===== config.mk =====
export PLATFORM = sky130hd
export DESIGN_NAME = ifetch_queue
export DESIGN_NICKNAME = d
export VERILOG_FILES = /design/src/rtl/ifetch_queue.sv
export SDC_FILE = /design/constraint.sdc
export NUM_CORES = 1
export LEC_CHECK = 0
export ABC_AREA = 1
export BUFFER_PORTS_ARGS = -buffer_cell sky130_fd_sc_hd__buf_4
export CAP_MARGIN = 40
export CORE_ASPECT_RATIO = 1.75
export CORE_UTILIZATION = 55
export CTS_CLUSTER_DIAMETER = 30
export DETAILED_ROUTE_END_ITERATION = 10
export GPL_ROUTABILITY_DRIVEN = 0
export HOLD_SLACK_MARGIN = 0.06
export PLACE_DENSITY = 0.76
export SYNTH_ARGS = -nofsm -noshare
export SYNTH_HDL_FRONTEND = slang
export SYNTH_SLANG_ARGS = --single-unit

===== constraint.sdc =====
create_clock -name clk -period 10.75 [get_ports clk]
set_input_delay 2.15 -clock clk [delete_from_list [all_inputs] [get_ports clk]]
set_output_delay 2.15 -clock clk [all_outputs]
set_load 0.01 [all_outputs]

===== src/rtl/ifetch_queue.sv =====
// rtl/ifetch_queue.sv - fetch PC owner, in-order imem requests and decode FIFO
module ifetch_queue #(
  parameter logic [31:0] RESET_PC = 32'h0000_3000,
  parameter int unsigned DEPTH    = 4
) (
  input  logic        clk,
  input  logic        rstn,
  output logic        imem_req_o,
  output logic [31:0] imem_addr_o,
  input  logic        imem_gnt_i,
  input  logic        imem_rvalid_i,
  input  logic [31:0] imem_rdata_i,
  output logic        valid_o,
  output logic [31:0] pc_o,
  output logic [31:0] instr_o,
  input  logic        ready_i,
  input  logic        redirect_i,
  input  logic [31:0] npc_i
);

  localparam int unsigned PW = $clog2(DEPTH);
  localparam int unsigned CW = $clog2(DEPTH + 1);
  localparam logic [CW:0] DEPTH_C = (CW + 1)'(DEPTH);

  logic [31:0]   fetch_pc;
  logic [31:0]   resp_pc;
  logic [31:0]   fifo_pc    [DEPTH];
  logic [31:0]   fifo_instr [DEPTH];
  logic [PW-1:0] head;
  logic [PW-1:0] tail;
  logic [CW-1:0] count;
  logic [CW-1:0] outstanding;
  logic [CW-1:0] drop;
  logic [CW-1:0] outstanding_next;
  logic [CW:0]   occupancy;
  logic          grant;
  logic          resp;
  logic          pop;
  logic          redir;
  logic          keep;
  logic [31:0]   target;

  // Credits cover both buffered entries and in-flight requests, so a
  // returning word always finds a free FIFO slot.
  assign occupancy   = {1'b0, count} + {1'b0, outstanding};
  assign imem_req_o  = rstn && (occupancy < DEPTH_C);
  assign imem_addr_o = fetch_pc;

  assign grant  = imem_req_o && imem_gnt_i;
  // A response with nothing outstanding is a protocol error and is ignored.
  assign resp   = imem_rvalid_i && (outstanding != '0);
  assign pop    = valid_o && ready_i;
  assign redir  = pop && redirect_i;
  // Words for pre-redirect requests, including one arriving in the redirect
  // cycle itself, are thrown away.
  assign keep   = resp && (drop == '0) && !redir;
  assign target = npc_i & 32'hFFFF_FFFC;

  assign valid_o = (count != '0);
  assign pc_o    = fifo_pc[head];
  assign instr_o = fifo_instr[head];

  // In-flight count after this cycle's grant and response.
  always_comb begin
    outstanding_next = outstanding + CW'(grant) - CW'(resp);
  end

  // Control state: fetch address, pointers and the three counters.
  always_ff @(posedge clk or negedge rstn) begin
    if (!rstn) begin
      fetch_pc    <= RESET_PC;
      resp_pc     <= RESET_PC;
      head        <= '0;
      tail        <= '0;
      count       <= '0;
      outstanding <= '0;
      drop        <= '0;
    end else begin
      outstanding <= outstanding_next;
      if (redir) begin
        fetch_pc <= target;
        resp_pc  <= target;
        head     <= '0;
        tail     <= '0;
        count    <= '0;
        drop     <= outstanding_next;
      end else begin
        if (grant) begin
          fetch_pc <= fetch_pc + 32'd4;
        end
        if (resp && (drop != '0)) begin
          drop <= drop - CW'(1);
        end
        if (keep) begin
          tail    <= tail + PW'(1);
          resp_pc <= resp_pc + 32'd4;
        end
        if (pop) begin
          head <= head + PW'(1);
        end
        count <= count + CW'(keep) - CW'(pop);
      end
    end
  end

  // Entry storage; the pc recorded is the address of the matching request.
  always_ff @(posedge clk) begin
    if (keep) begin
      fifo_pc[tail]    <= resp_pc;
      fifo_instr[tail] <= imem_rdata_i;
    end
  end

endmodule


* Word level (Yosys, flattened, before mapping)
Memories as Yosys holds them, arrays and structs flattened.
Cells that the tools add are included.
** Word-level totals
- Flip-flop bits (word level) :: 77
- Memory bits (writable) :: 256
- Input bits :: 70
- Logic and storage cells :: 50
- Memories :: 2
** Operators by class
- Add/subtract/negate cells :: 10
- Order comparisons :: 1
- Mux-type cells :: 13
- Reduce and logical (&&, ||, !) cells :: 17
** Memory list
- fifo_instr :: words 4, bits a word 32, read ports 1, clocked after Yosys merged registers in 0, write ports 1, RTL line 28 : logic [31:0] fifo_instr [DEPTH];
- fifo_pc :: words 4, bits a word 32, read ports 1, clocked after Yosys merged registers in 0, write ports 1, RTL line 27 : logic [31:0] fifo_pc [DEPTH];
** Operator list (number)
- 2-to-1 mux 32 bit :: 4
- adder 32 x 3 -> 32 bit, second input constant :: 2
- 2-to-1 mux 3 bit :: 3
- nonzero test 3 bit :: 3
- logical AND 1 bit :: 8
- 2-to-1 mux 2 bit :: 4
- nonzero test 2 bit :: 4
- adder 3 x 1 -> 3 bit :: 2
- subtractor 3 x 1 -> 3 bit :: 2
- adder 2 x 1 -> 2 bit, second input constant :: 2
- adder 3 x 3 -> 4 bit :: 1
- less-than comparator 4 x 3 -> 1 bit, second input constant :: 1
- logical NOT 3 bit :: 1
- subtractor 3 x 1 -> 3 bit, second input constant :: 1
- 2-to-1 mux 1 bit :: 2
- logical NOT 1 bit :: 1

* Logic depth before layout (Yosys ltp)
- Depth in word-level cells :: 8
- Gate-level depth with buffers :: 13

* Worst setup path after synthesis
Ideal clock, no wire load.
- Path type :: input -> register
- From :: input imem_rvalid_i
- To :: memory fifo_instr[0][0], enable pin
- Library setup time :: 0.482 ns
- Data arrival time :: 5.161 ns
- Required time :: 10.268 ns
- Slack :: 5.107 ns
- Stages :: 4
- Path buffers :: 0
- Cell sequence :: nand4_1 -> nor2_1 -> inv_1 -> nor2_1
** Between the ends
- Longest elaborated chain between the ends :: 5
** Ends and longest elaborated chain
- start, declared :: RTL line 11 : input logic imem_rvalid_i,
- logical AND 1 bit :: RTL line 51 : assign resp = imem_rvalid_i && (outstanding != '0);
- logical AND 1 bit (2 in series) :: RTL line 56 : assign keep = resp && (drop == '0) && !redir;
- 2-to-1 mux 1 bit :: RTL line 108 : if (keep) begin
- 2-to-1 mux 1 bit (implied by the code) :: RTL line 110 : fifo_instr[tail] <= imem_rdata_i;
- end, declared :: RTL line 28
No other way between the ends.

* Worst setup path in the final report
- From :: register head[0]
- To :: output pc_o[18]
** Between the ends
- Longest elaborated chain between the ends :: 1
** Ends and longest elaborated chain
- start, declared :: RTL line 29 : logic [PW-1:0] head;
- start signal, assigned :: RTL line 99 : head <= head + PW'(1);
- memory read (4 x 32 bit)
- end, declared :: RTL line 14 : output logic [31:0] pc_o,
No other way between the ends.

==> impl_summary.log <==
INFO  metric outcome = finished, final reports clean
INFO  metric cts_buf_count = 41
INFO  metric vert_die_dim = 216 um
INFO  metric ratio_of_cells_with_drive_above_1_in_the_final_layout = 0.182
INFO  metric cts_tree = built
INFO  metric worstPathRequired = 8.60 ns
INFO  metric synth-adder-area-share = 0.0149
INFO  metric hold_path_end = imem_addr_o[13]
INFO  metric final_cells = 1931
INFO  metric total_power = between 4 and 5 mW
INFO  metric setup_total_negative_slack = 0 ns
INFO  metric max-vdd-ir-drop = 0.000178 V
INFO  metric finalCriticalPeriod = 5.61 ns
INFO  metric min-delay-path-class = reg2reg
INFO  metric place_area = approximately 16000 um^2
INFO  metric grt.met3_usage = 0.0390
INFO  metric antenna_cells_inserted = 0
INFO  metric detail_route.vias_per_cell = ~5.6
INFO  metric grt_start_max_net_pins = between 70 and 80
INFO  metric floorplan.io_pins = between 150 and 200
INFO  metric h_tree_depth = 2
INFO  metric clock_tree.buffer_depth = 3
INFO  metric finalWirelength = about 34000 um
INFO  metric synth_seq_area_share = 0.643
INFO  metric post_drt_wl_per_cell = 17.5 um
INFO  metric reg2reg_to = drop[2]
INFO  metric dp.final_hpwl = roughly 21000 um
INFO  metric hold_path_startpoint = imem_addr_o[13]
INFO  metric period_share = 0.522
INFO  metric multi_input_gate_area_in_the_final_layout = around 4500 um^2
INFO  metric drv_slew = 0
INFO  metric globalRouteTotalUtil = 0.254
INFO  metric kind_of_capture_point_of_the_worst_setup_path = output pin
INFO  metric critical_path_class = reg2out
INFO  metric grt_overflow_total = 0
INFO  metric cts.sink_count = approximately 320
INFO  metric clock_insertion_delay_worst_skew = 0.54 ns
INFO  metric fin_nets = 1664
INFO  metric timing.reg2reg.worst_path_depth = 13
INFO  metric worst_hold_slack = 0.544 ns
INFO  metric placementRows = 78
INFO  metric critPathTopFamily = buffers and inverters
INFO  metric fin_skew = 0.0121 ns
INFO  metric fraction_of_synthesized_area_in_multiplexers = 0
INFO  metric buffers_inserted_during_post_cts_setup_optimization = 0
INFO  metric worstMarginPinSlew = between 0.7 and 0.8 ns
INFO  metric leakage = 6.98 nW
INFO  metric route.vias.total = 10800
INFO  metric drcViolationCount = 0
INFO  metric gr-usage-met2 = 0.462
INFO  metric hold_viol = 0
INFO  metric ff2ff_setup_slack = 7.89 ns
INFO  metric cts.reportedPaths.clkPinSlew = approximately 0.050 ns
INFO  metric ff_latch_area = 9280 um^2
INFO  metric groute.layer.met1.usage = 0.288
INFO  metric slew_headroom = 0.516
INFO  metric numPortBuffers = 161
INFO  metric core_area = roughly 26000 um^2
INFO  metric synth_seq_cells = 321
INFO  metric postSynthCellCount = 1418
INFO  metric critical_path.max_stage_delay = about 0.86 ns
INFO  metric drtPass1Iterations = 5
INFO  metric synthesis.area = 14400 um^2
INFO  metric place_inst = 1855
INFO  metric drt_first_iter_violations = 832
INFO  metric post_synth_xor_area_fraction = 0.00789
INFO  metric worst-path-max-fanout = 73
INFO  metric synth_top_family_by_area = simple AND/OR/NAND/NOR gates
INFO  metric cpMaxStageDelayCell = sky130_fd_sc_hd__dfrtp_4
INFO  metric fill_cells = 1923
INFO  metric antenna_violations_before_repair = 0
INFO  metric crit_buf_inv = 3
INFO  metric p_per_area = 278 nW/um^2
INFO  metric die_x = between 100 and 150 um
INFO  metric fin_util = 0.673
INFO  metric maxClockFrequency = 178 MHz
INFO  metric final_antenna_net_count = 0
INFO  metric fp.dieArea = between 20000 and 30000 um^2
INFO  metric ys_warn_count = 0
INFO  metric grt_pass1_wl = 54100 um
INFO  metric flow.area_growth_from_synthesis = 20.6%
INFO  metric regToRegStartpoint = count[1]
INFO  metric cp-start-kind = flip-flop
INFO  metric initial_core_util = 0.558
INFO  metric compound_gate_portion_of_the_synthesized_area = 0.100
INFO  metric post_synth.cell_area_avg = 10.2 um^2
INFO  metric final_area = 17400 um^2
INFO  metric cts_hold_buffers = 0
INFO  metric timing.critical_path.cells = clkinv_2, buf_4, o21ai_0, o22ai_1, buf_4
INFO  metric clock-root-buffer = sky130_fd_sc_hd__clkbuf_16
INFO  metric fin_ws = 5.14 ns
INFO  metric cp_common_cell = sky130_fd_sc_hd__buf_4
INFO  metric max_cap_violations = 0
INFO  metric worst-endpoint-arrival = 3.46 ns
INFO  metric ctsResizeCount = 0
INFO  metric grt_pass1_vias = between 10000 and 15000
INFO  metric setup_violations = 0
INFO  metric yosys.area_share.simple = 0.183
INFO  metric grt_setup_unrepaired = no
INFO  metric yosys.cell_types.count = 35
INFO  metric globalRoute.busiestLayer = met2
INFO  metric dp_worst_setup_slack = 5.66 ns
INFO  metric holdPathStages = 2
worst max-delay path by stage:
stage	slack (ns)	endpoint	cells past startpoint	startpoint
after floorplan	5.11	fifo_instr[0][0]	4	imem_rvalid_i
after global placement	5.07	imem_req_o	4	rstn
after detailed placement	5.66	pc_o[8]	5	head[0]
after CTS	5.08	pc_o[8]	5	head[0]
after global routing	4.85	pc_o[18]	5	head[0]
final	5.14	pc_o[18]	5	head[0]
worst register-to-register path: cells and delay by family, from the launching register on:
| kind | cells | cell delay, ns |
|---|---|---|
| compound gates | 2 | 0.22 |
| xor+xnor | 2 | 0.41 |
| fa+ha+maj | 4 | 1.19 |
| buf+inv | 2 | 0.09 |
| flops | 1 | 0.46 |
| simple gates | 3 | 0.41 |
power by group:
part           internal, mW  switching, mW
clock network         0.805          0.564
registers              1.59          0.269
logic                 0.644          0.966
routing by layer:
layer | vias to the layer above | wire length (um)
met5 | - | 0
met2 | 354 | 18000
li1 | 5168 | -
met1 | 5220 | 12600
met4 | 0 | 1410
met3 | 83 | 1780
layout make-up:
cell class,instances,area share
Sequential cell,321,0.534
Multi-Input combinational cell,928,0.256
Timing Repair Buffer,178,0.0833
Clock buffer,46,0.0625
Inverter,108,0.0234
Tap cell,320,0.0230
Clock inverter,30,0.0181
state kept, by name (all words and copies together) (netlist names):
signal       count
fifo_pc        120
count            3
tail             2
head             2
fifo_instr     128
imem_addr_o     30
resp_pc         30
drop             3
outstanding      3
Yosys cell counts:
master	n	share of area
sky130_fd_sc_hd__nand2_2	9	0.0039
sky130_fd_sc_hd__o21ai_1	4	0.0014
sky130_fd_sc_hd__nand4_1	5	0.0022
sky130_fd_sc_hd__buf_6	5	0.0039
sky130_fd_sc_hd__nand3b_1	6	0.0031
sky130_fd_sc_hd__nand2_1	261	0.068
sky130_fd_sc_hd__nor2_2	9	0.0039
sky130_fd_sc_hd__buf_2	17	0.0059
sky130_fd_sc_hd__buf_1	1	0.00026
sky130_fd_sc_hd__o22ai_1	62	0.027
sky130_fd_sc_hd__inv_2	3	0.00078
sky130_fd_sc_hd__nor3_1	5	0.0017
sky130_fd_sc_hd__clkbuf_1	33	0.0086
sky130_fd_sc_hd__dfstp_2	4	0.0073
sky130_fd_sc_hd__nor2_4	8	0.0062
sky130_fd_sc_hd__inv_1	105	0.027
sky130_fd_sc_hd__xor2_1	9	0.0055
sky130_fd_sc_hd__ha_1	14	0.012
sky130_fd_sc_hd__conb_1	1	0.00026
sky130_fd_sc_hd__o21bai_1	2	0.0010
sky130_fd_sc_hd__nand2_4	2	0.0016
sky130_fd_sc_hd__a31oi_1	9	0.0039
sky130_fd_sc_hd__o21ai_0	150	0.052
sky130_fd_sc_hd__xnor2_1	4	0.0024
sky130_fd_sc_hd__fa_1	2	0.0028
sky130_fd_sc_hd__buf_4	8	0.0042
sky130_fd_sc_hd__a21oi_1	37	0.013
sky130_fd_sc_hd__nand3_1	72	0.025
sky130_fd_sc_hd__edfxtp_1	248	0.52
sky130_fd_sc_hd__and2_1	4	0.0017
sky130_fd_sc_hd__dfrtp_1	69	0.12
sky130_fd_sc_hd__nor2_1	241	0.063
sky130_fd_sc_hd__nand3_2	2	0.0014
sky130_fd_sc_hd__or2_2	3	0.0013
sky130_fd_sc_hd__o211ai_1	4	0.0021
placed cells by master, fill, tap and decap left out, drive strengths merged, types with 6 or more instances in the layout:
| master | Yosys | final |
|---|---|---|
| ha | 14 | 14 |
| dfrtp | 69 | 69 |
| nor2 | 258 | 258 |
| o21ai | 154 | 154 |
| xor2 | 9 | 9 |
| nand3b | 6 | 6 |
| edfxtp | 248 | 248 |
| nand2 | 272 | 272 |
| nand3 | 74 | 74 |
| buf | 31 | 178 |
| o22ai | 62 | 62 |
| clkbuf | 33 | 46 |
| a21oi | 37 | 37 |
| inv | 108 | 117 |
| a31oi | 9 | 9 |
| clkinv | 0 | 17 |
logic make-up after synthesis:
group                    count (synthesis)
AND/OR/NAND/NOR                        627
flip-flops                             321
AO/OA/AOI/OAI                          268
buffers and inverters                  172
adder cells (fa/ha/maj)                 16
XOR/XNOR                                13
other                                    1
No activity file was read; power rests on OpenSTA's default activity.
